**config.mk**
```make
export PLATFORM = sky130hd
export DESIGN_NAME = bit_serializer
export DESIGN_NICKNAME = d
export VERILOG_FILES = /design/src/rtl/bit_serializer.sv
export SDC_FILE = /design/constraint.sdc
export NUM_CORES = 1
export LEC_CHECK = 0
export CORE_MARGIN = 10
export CORE_UTILIZATION = 47
export DETAILED_ROUTE_END_ITERATION = 10
export HOLD_SLACK_MARGIN = 0.06
export PLACE_DENSITY_LB_ADDON = 0.15
export SYNTH_ARGS = -nofsm -noshare
export SYNTH_HDL_FRONTEND = slang
export SYNTH_SLANG_ARGS = --single-unit
```
**constraint.sdc**
```tcl
create_clock -name clk -period 1.9 [get_ports clk]
set_clock_uncertainty 0.15 [all_clocks]
set_input_delay 0.19 -clock clk [delete_from_list [all_inputs] [get_ports clk]]
set_output_delay 0.19 -clock clk [all_outputs]
set_load 0.01 [all_outputs]
```
**src/rtl/bit_serializer.sv**
```systemverilog
// Purpose : parallel-to-serial stage; shifts DATA_W-bit words out one bit per bit_en strobe, MSB- or LSB-first, with frame markers.
// Latency : first bit of a word is presented the cycle after its s_valid/s_ready handshake; back-to-back words have no gap bit.
// Backpr. : s_ready is high only in IDLE or on the strobe of a word's last bit; clear and reset force it low. Nothing is buffered beyond shreg.
//
// Ports:
//   clk, rstn           clock (posedge) and asynchronous active-low reset
//   clear               synchronous abort: drop the word in flight, return to IDLE
//   bit_en              advance strobe: the presented bit is consumed when bit_en && ser_valid
//   s_data/s_valid/s_ready   parallel word input handshake
//   ser_bit/ser_valid   serial bit and its qualifier (busy mirrors ser_valid)
//   frame_start/frame_end    first/last bit of the current word
module bit_serializer #(
   parameter int DATA_W    = 8,
   parameter bit MSB_FIRST = 1'b1,
   parameter bit IDLE_BIT  = 1'b0
) (
   input  logic              clk,
   input  logic              rstn,
   input  logic              clear,
   input  logic              bit_en,
   input  logic [DATA_W-1:0] s_data,
   input  logic              s_valid,
   output logic              s_ready,
   output logic              ser_bit,
   output logic              ser_valid,
   output logic              frame_start,
   output logic              frame_end,
   output logic              busy
);

   localparam int CW = $clog2(DATA_W);
   localparam logic [CW-1:0] LAST = CW'(DATA_W - 1);

   typedef enum logic {IDLE = 1'b0, SHIFT = 1'b1} state_t;

   state_t            state;
   state_t            state_nxt;
   logic [DATA_W-1:0] shreg;
   logic [DATA_W-1:0] shreg_nxt;
   logic [CW-1:0]     cnt;
   logic [CW-1:0]     cnt_nxt;

   logic last;
   logic adv;
   logic xfer;

   assign last = (cnt == LAST);
   assign adv  = (state == SHIFT) && bit_en;

   // rstn is part of the term so the block never advertises readiness while held in reset.
   assign s_ready = !clear && rstn && ((state == IDLE) || (adv && last));
   assign xfer    = s_valid && s_ready;

   // State register
   always_ff @(posedge clk or negedge rstn) begin
      if (!rstn) begin
         state <= IDLE;
      end else begin
         state <= state_nxt;
      end
   end

   // Next-state logic
   always_comb begin
      state_nxt = state;
      if (clear) begin
         state_nxt = IDLE;
      end else begin
         case (state)
            IDLE:    if (xfer) state_nxt = SHIFT;
            // Last bit consumed with no follow-on word: drop back to IDLE.
            SHIFT:   if (adv && last && !xfer) state_nxt = IDLE;
            default: state_nxt = IDLE;
         endcase
      end
   end

   // Datapath next values: a handshake always reloads, even straight from the last bit.
   always_comb begin
      shreg_nxt = shreg;
      cnt_nxt   = cnt;
      if (clear) begin
         shreg_nxt = '0;
         cnt_nxt   = '0;
      end else if (xfer) begin
         shreg_nxt = s_data;
         cnt_nxt   = '0;
      end else if (adv) begin
         if (last) begin
            shreg_nxt = '0;
            cnt_nxt   = '0;
         end else begin
            shreg_nxt = MSB_FIRST ? {shreg[DATA_W-2:0], 1'b0} : {1'b0, shreg[DATA_W-1:1]};
            cnt_nxt   = cnt + CW'(1);
         end
      end
   end

   always_ff @(posedge clk or negedge rstn) begin
      if (!rstn) begin
         shreg <= '0;
         cnt   <= '0;
      end else begin
         shreg <= shreg_nxt;
         cnt   <= cnt_nxt;
      end
   end

   // Output logic: driven only from registered state, so reset forces idle values immediately.
   always_comb begin
      ser_valid   = 1'b0;
      ser_bit     = IDLE_BIT;
      frame_start = 1'b0;
      frame_end   = 1'b0;
      if (state == SHIFT) begin
         ser_valid   = 1'b1;
         ser_bit     = MSB_FIRST ? shreg[DATA_W-1] : shreg[0];
         frame_start = (cnt == '0);
         frame_end   = last;
      end
   end

   assign busy = ser_valid;

endmodule

```
# Yosys cells after proc, flatten, opt, wreduce, memory -nomap -nowiden
# Cells that the tools add are included.
[classes]
n_addsub = 1
multipliers = 0
n_div = 0
order_cmp = 0
eq_ne = 1
shifts = 0
muxes = 16
n_bitwise = 1
n_reduce_logical = 11
[op_table]
columns = ["cell", "count"]
rows = [
  ["8-bit 2-to-1 mux", 4],
  ["3-bit 2-to-1 mux", 4],
  ["1-bit 2-to-1 mux", 7],
  ["1-bit logical AND", 6],
  ["3-bit by 1-bit adder with 3-bit output, second input constant", 1],
  ["3-bit equality test, second input constant", 1],
  ["3-bit zero test", 1],
  ["3-bit nonzero test", 1],
  ["1-bit zero test", 2],
  ["1-bit one-hot mux with 2 select lines", 1],
  ["1-bit logical OR", 1],
  ["1-bit inverter", 1],
]
[totals]
regBits = 12
latch_bits = 0
mem_bits_rw = 0
rom_bits = 0
inputBits = 13
output_inout_bits = 6
word_cells = 33
n_memories = 0

# Longest topological paths before layout
# Gate-level depths: netlist of run 1.
[depth]
ltp_word = 10
depth_mapped = 6
ltp_nobuf = 5

# Worst setup path before layout of run 1
# Ideal clock, no wire load.
[synth_path]
path_kind = "flip-flop to flip-flop"
startpoint = "register cnt[0]"
endpoint = "register shreg[1]"
setup_ns = 0.104
arrival_ns = 1.453
t_required_ns = 1.646
path_slack_ns = 0.193
stages_incl_launch_ff = 7
n_path_buf = 1
synth_period_minus_slack_ns = 1.707
cell_sequence = "dfrtp_1 > ha_1 > ha_1 > buf_2 > and4b_2 > a21oi_1 > a221oi_1"
[synth_between]
elab_chain_len = 7
word_cells_on_any_way = 10
classes_between = "eq/ne (1); mux (4); reduce/logical (5)"
[synth_lines]
columns = ["item", "line_no", "rtl"]
rows = [
  ["start: declaration", "40", "logic [CW-1:0] cnt;"],
  ["start signal: assignment", "105", "cnt <= cnt_nxt;"],
  ["3-bit equality test *", "47", "assign last = (cnt == LAST);"],
  ["1-bit logical AND", "51", "assign s_ready = !clear && rstn && ((state == IDLE) || (adv && last));"],
  ["1-bit logical OR", "51", ""],
  ["1-bit logical AND", "51", ""],
  ["1-bit logical AND", "52", "assign xfer = s_valid && s_ready;"],
  ["8-bit 2-to-1 mux", "85", "end else if (xfer) begin"],
  ["8-bit 2-to-1 mux", "82", "if (clear) begin"],
  ["end signal: assignment", "104", "shreg <= shreg_nxt;"],
  ["end: declaration", "38", "logic [DATA_W-1:0] shreg;"],
]
# Mark *: on every way between the ends. The rest lies on a longest branch, timed or not. The select of a mux whose other input is x is not followed.
# A chain may end at the register's enable or synchronous reset.

# Worst setup path in the final report of run 1
[layout_path]
startpoint = "register state"
endpoint = "output ser_bit"
[layout_between]
elab_chain_len = 1
[layout_lines]
columns = ["item", "line_no", "rtl"]
rows = [
  ["start: declaration", "36", "state_t state;"],
  ["start signal: assignment", "59", "state <= state_nxt;"],
  ["1-bit 2-to-1 mux", "115", "if (state == SHIFT) begin"],
  ["end: declaration", "24", "output logic ser_bit,"],
]
# Every way passes these cells.

==> metrics.md, run 1 <==
| Metric | Value |
|---|---|
| Period utilization | `96.4%` |
| Vias in the first global route | `728` |
| Vias | `685` |
| Worst-skew pair later-pin latency | `0.28 ns` |
| DIE HEIGHT | `59.7 um` |
| Syn Nets | `90` |
| Clock transition at path regs | `0.08 ns` |
| RSZ-0062 raised after global routing | `no` |
| CTS tree | `built` |
| Most common cell in the netlist | `dfrtp_1` |
| Crit. End Element | `output pin` |
| Core area | `1510 um2` |
| Synth top cells by count | `dfrtp_1 (12), nor2_1 (10), a21oi_1 (9), and4b_2 (8), a221oi_1 (7)` |
| Post-synthesis average cell area | `10.0 um2` |
| Seq/Total Area, Yosys | `40.5%` |
| Area of the mapped netlist | `742 um2` |
| Area Overhead vs Synth | `36.4%` |
| Switching share of power | `26.2%` |
| MaxCap Viol Count | `0` |
| Final nets | `115` |
| Slew Limit Fails | `0` |
| Slew headroom | `79.2%` |
| Pint | `0.449 mW` |
| Grt ovf | `0` |
| Post-synthesis cell type count | `21` |
| Dominant cells by area after synthesis | `dfrtp_1 (40%), and4b_2 (12%), a221oi_1 (8.3%)` |
| H-Tree Depth | `1` |
| Worst VDD drop | `0.512 mV` |
| Final wirelength | `1910 um` |
| FFs w/ async S/R, synth | `100%` |
| Clk pwr share | `34.3%` |
| Static Leak | `0.470 nW` |
| Setup ws final | `0.0676 ns` |
| Die area | `3570 um2` |
| Critical Path, Cell by Cell | `buf_4, and2_1, clkdlybuf4s50_1` |
| Worst slew pin tran | `0.311 ns` |
| Top_reg_cell synth | `dfrtp_1` |
| DRC Markers | `0` |
| Final setup violation count | `0` |
| Initial Utilization | `49.3%` |
| Dpl ws | `-0.00199 ns` |
| Peak Freq | `0.546 GHz` |
| Layout cells sized above 1 | `30.6%` |
| Initial antenna violation count | `0` |
| Min Tclk post-route | `1.83 ns` |
| Clock Path Buffers | `2` |
| N_diodes | `0` |
| Post-route ant nets | `0` |
| Mapped Cells | `74` |
| Final Hold Fails | `0` |
| CTS Buf Count | `3` |
| # fillers | `131` |
| I/O Buffers | `18` |
| Drt first pass iters | `4` |
| Final HPWL DP | `1410 um` |
| DIE WIDTH | `59.7 um` |
| Setup Crit Path Kind | `flip-flop to output pin` |
| Seq pwr share | `45.3%` |
| Crit-path slowest cell | `clkdlybuf4s50_1` |
| Pwr/cell area | `601 nW/um2` |
| Largest net degree at the start of global routing | `15` |
| Top-area cell type share of the netlist area | `40.5%` |
| EDFF count, synth | `0` |
| Clock net sink count | `12` |
| Clock tree root buffer cell | `clkbuf_4` |
| Cell row count | `14` |
| WP data required | `1.56 ns` |
| CTS Hold Bufs | `0` |
| First-pass GRT wire length | `3280 um` |
| Worst hold path class | `input port to async pin` |
| Yosys warnings | `0` |
| Routability congestion estimate | `0.770` |
| Largest area contributor in the netlist | `dfrtp_1` |
| Vias per cell | `6.01` |
| Reg-to-reg slack, setup | `0.11 ns` |
| Outcome | `completed` |
| Worst-path maximum fanout | `14` |
| Critical path's largest stage delay | `0.53 ns` |
| Total power | `0.609 mW` |
| Comb power frac | `20.4%` |
| All-Layer GR Usage | `11.5%` |
| Io pins | `19` |
| Yosys reg bits | `12` |
| Worst Setup Start Kind | `flip-flop` |
| 1st-iter DRT viols | `13` |
| CP arrival | `1.49 ns` |
| Routed WL per cell | `16.8 um` |
| Psw | `0.159 mW` |
-- cell type report --
cell class | count | area, um2 | share of cell area [%]
clock buffers | 4 | 36.3 | 3.58
inverters | 2 | 7.51 | 0.742
multi-input cells | 54 | 419 | 41.4
flip-flops and latches | 12 | 300 | 29.7
well taps | 16 | 20.0 | 1.98
repair buffers | 26 | 229 | 22.6
-- power by group through the flow --
stage	Sequential, mW	Clock [mW]	Combinational (mW)
final	0.276	0.209	0.124
after floorplan	0.281	0	0.0570
after global routing	0.278	0.223	0.135
after CTS	0.276	0.209	0.119
after global placement	0.280	0	0.119
after detailed placement	0.281	0	0.121
-- cells by family (layout without fill, tap and decap cells) --
| family | after synthesis | in the layout | share of synthesized area [%] |
|---|---|---|---|
| compound gates | 17 | 17 | 15.7 |
| fa+ha+maj | 3 | 3 | 5.06 |
| buf+inv | 8 | 32 | 6.41 |
| flops | 12 | 12 | 40.5 |
| mux | 3 | 3 | 4.05 |
| simple gates | 31 | 31 | 28.3 |
-- flip-flops by register name, summed over array words and instances (netlist names) --
| name | flops |
|---|---|
| shreg | 8 |
| cnt | 3 |
| state | 1 |
-- path summary, 6_finish.rpt --
kind	depth (start not counted)	startpoint	to
worst max-delay path	3	state	ser_bit
worst min-delay path	2	rstn	shreg[0]
worst max register to register	6	cnt[1]	shreg[5]
worst min register to register	2	shreg[0]	shreg[0]
max in group asynchronous	2	rstn	shreg[3]
min in group clk	3	s_data[0]	shreg[0]
-- metal layers --
metal	vias to the layer above	track usage, %	routed length (um)
li1	325	-	-
met1	333	13.7	776
met2	23	19.4	964
met3	4	2.97	155
met4	0	4.17	18
met5	-	0	0
-- layout by cell type, fill, tap and decap left out, types with 2 or more instances in the layout --
cell type / instances
clkbuf_4: 3
nor2_1: 10
a21oi_1: 9
buf_4: 8
a221oi_2: 2
nor3_1: 3
clkdlybuf4s50_1: 15
and4b_2: 8
and2_1: 2
buf_2: 2
nand2_1: 3
mux2i_1: 3
dfrtp_1: 12
inv_1: 2
a221oi_1: 5
ha_2: 2
-- worst max-delay path, delay by kind of cell, from the launching register on --
family | cells | cell delay [ns]
buffers and inverters | 2 | 0.72
DFF | 1 | 0.36
and+or+nand+nor | 1 | 0.14
-- per-stage QoR --
| stage | TNS (ns) | cell area, um2 | cells | hold slack (ns) | util (%) |
|---|---|---|---|---|---|
| 4_1_cts | 0 | 992 | 114 | 0.136 | 65.9 |
| 5_1_grt | 0 | 1010 | 114 | 0.138 | 67.2 |
| 2_1_floorplan | 0 | 742 | 74 | -0.256 | - |
| 6_report | 0 | 1010 | 114 | 0.131 | 67.2 |
| 3_5_place_dp | -0.00199 | 962 | 110 | 0.418 | 63.9 |
| 3_3_place_gp | 0 | 962 | 110 | 0.393 | 63.9 |
-- timing repair --
action                                  in CTS  in global routing
setup buffers                                0                  0
pin swaps                                    0                  0
endpoints found under the setup margin       3                  6
resized for setup                           11                  3
No activity file was read; power rests on OpenSTA's default activity.
==> inputs of run 2 (changes only) <==
--- a/config.mk
+++ b/config.mk
@@ -8,7 +8,8 @@
 export CORE_MARGIN = 10
 export CORE_UTILIZATION = 47
 export DETAILED_ROUTE_END_ITERATION = 10
-export HOLD_SLACK_MARGIN = 0.06
+export GPL_TIMING_DRIVEN = 0
+export HOLD_SLACK_MARGIN = 0.15
 export PLACE_DENSITY_LB_ADDON = 0.15
 export SYNTH_ARGS = -nofsm -noshare
 export SYNTH_HDL_FRONTEND = slang
==> metrics.md, run 2 (synthesis results as in run 1) <==
| Metric | Value |
|---|---|
| Vias in the first global route | `640 (was 728)` |
| H-Tree Depth | `1 (unchanged)` |
| Outcome | `completed (unchanged)` |
| 1st-iter DRT viols | `16 (was 13)` |
| Layout cells sized above 1 | `34.3% (was 30.6%)` |
| Initial Utilization | `49.3% (unchanged)` |
| DRC Markers | `0 (unchanged)` |
| Slew headroom | `62.0% (was 79.2%)` |
| Worst hold path class | `input port to flip-flop (was input port to async pin)` |
| Routability congestion estimate | `0.779 (was 0.770)` |
| Grt ovf | `0 (unchanged)` |
| Most frequent cells in the layout | `clkdlybuf4s50_1 (14), dfrtp_1 (12), nor2_1 (10), buf_4 (10), a21oi_1 (9) (was clkdlybuf4s50_1 (15), dfrtp_1 (12), nor2_1 (10))` |
| Min Tclk post-route | `1.88 ns (was 1.83 ns)` |
| I/O Buffers | `18 (unchanged)` |
| Period utilization | `98.7% (was 96.4%)` |
| Die area | `3570 um2 (unchanged)` |
| Peak Freq | `0.533 GHz (was 0.546 GHz)` |
| Final setup violation count | `0 (unchanged)` |
| Dpl ws | `-0.367 ns (was -0.00199 ns)` |
| RSZ-0062 raised after global routing | `yes (was no)` |
| Setup crit end | `s_ready (was ser_bit)` |
| Drt first pass iters | `4 (unchanged)` |
| Worst setup startpoint | `cnt[1] (was state)` |
| Clock transition at path regs | `0.08 ns (about the same)` |
| Cell row count | `14 (unchanged)` |
| Clock tree root buffer cell | `clkbuf_4 (unchanged)` |
| Reg-to-reg slack, setup | `0.12 ns (was 0.11 ns)` |
| Worst-skew pair later-pin latency | `0.28 ns (about the same)` |
| Setup ws final | `0.0243 ns (was 0.0676 ns)` |
| MaxCap Viol Count | `0 (unchanged)` |
| WP data required | `1.56 ns (about the same)` |
| Initial antenna violation count | `0 (unchanged)` |
| CTS Buf Count | `3 (unchanged)` |
| Biggest regs | `shreg: 8 flops, cnt: 3 flops, state: 1 flops (unchanged)` |
| Worst slew pin tran | `0.568 ns (was 0.311 ns)` |
| Vias | `706 (was 685)` |
| Area Overhead vs Synth | `45.7% (was 36.4%)` |
| R2r endpoint | `shreg[2] (was shreg[5])` |
| Number of flip-flops in the largest register | `8 (unchanged)` |
| Clock net sink count | `12 (unchanged)` |
| Io pins | `19 (unchanged)` |
| DIE HEIGHT | `59.7 um (unchanged)` |
| Routed WL per cell | `16.8 um (about the same)` |
| Final HPWL DP | `1300 um (was 1410 um)` |
| Worst-path maximum fanout | `5 (was 14)` |
| Crit. End Element | `output pin (unchanged)` |
| Final wirelength | `2030 um (was 1910 um)` |
| CP arrival | `1.54 ns (was 1.49 ns)` |
| Reg2reg start | `cnt[1] (unchanged)` |
| First-pass GRT wire length | `2950 um (was 3280 um)` |
| Core area | `1510 um2 (unchanged)` |
| DIE WIDTH | `59.7 um (unchanged)` |
| CTS tree | `built (unchanged)` |
| Largest net degree at the start of global routing | `16 (was 15)` |
| Pwr/cell area | `574 nW/um2 (was 601 nW/um2)` |
| Vias per cell | `5.83 (was 6.01)` |
| Worst Setup Start Kind | `flip-flop (unchanged)` |
| Static Leak | `0.507 nW (was 0.470 nW)` |
| Worst VDD drop | `0.399 mV (was 0.512 mV)` |
| Post-route ant nets | `0 (unchanged)` |
| Clock Path Buffers | `2 (unchanged)` |
| Setup Crit Path Kind | `flip-flop to output pin (unchanged)` |
| All-Layer GR Usage | `10.6% (was 11.5%)` |
| Commonest non-fill, non-tap cell in the layout | `clkdlybuf4s50_1 (unchanged)` |
| Reg2Reg Depth | `6 (unchanged)` |
| Largest register by flop count | `shreg (unchanged)` |
| Total power | `0.621 mW (was 0.609 mW)` |
| N_diodes | `0 (unchanged)` |
| Slew Limit Fails | `0 (unchanged)` |
| Final nets | `122 (was 115)` |
| Final Hold Fails | `0 (unchanged)` |
run 2: worst min path at each step:
| stage | start | depth (start not counted) | end | slack, ns |
|---|---|---|---|---|
| after floorplan | rstn | 0 | cnt[0] | -0.26 |
| after global placement | shreg[0] | 2 | shreg[0] | 0.40 |
| after detailed placement | shreg[0] | 2 | shreg[0] | 0.40 |
| after CTS | rstn | 1 | shreg[7] | 0.18 |
| after global routing | rstn | 3 | shreg[1] | 0.29 |
| final | rstn | 3 | shreg[1] | 0.26 |
run 2: worst max-delay path: stages (launching register included):
cell	delay, ns
dfrtp_1	0.40
ha_2	0.21
ha_4	0.17
a21bo_4	0.23
nand2_2	0.06
nor2_1	0.03
buf_2	0.16
run 2: area by class of cell:
cell class | instances | area [um2]
plain buffers | 5 | 35.0
clock buffers | 4 | 36.3
fillers | 124 | 425
inverters | 2 | 7.51
multi-input cells | 55 | 440
flip-flops and latches | 12 | 300
well taps | 16 | 20.0
repair buffers | 27 | 241
run 2: power breakdown:
group          switching, mW  internal, mW
logic                 0.0640        0.0730
clock network         0.0918         0.117
registers            0.00645         0.269
total                  0.162         0.459
run 2: what timing repair did:
action | 4_1_cts | 5_1_grt
endpoints found under the hold margin | 0 | 12
hold buffers | 0 | 1
gates resized for setup | 8 | 10
setup endpoints to repair | 4 | 10
pin swaps | 0 | 2
setup buffers | 3 | 5
cloned | 0 | 1
run 2: metrics by stage:
stage                     util, %  cells  area, um2  setup TNS, ns  hold WS, ns
after global placement       62.5    108        942          -1.59        0.395
after floorplan                 -     74        742              0       -0.256
final                        71.8    121       1080              0        0.265
after global routing         71.8    121       1080        -0.0411        0.286
after CTS                    65.5    114        987         -0.106        0.182
after detailed placement     62.5    108        942          -1.75        0.400
run 2: routing by layer:
metal / GRT usage, % / wire, um
met5: 0 / 0
met4: 6.09 / 36
met3: 2.75 / 132
met2: 15.6 / 946
met1: 13.4 / 914
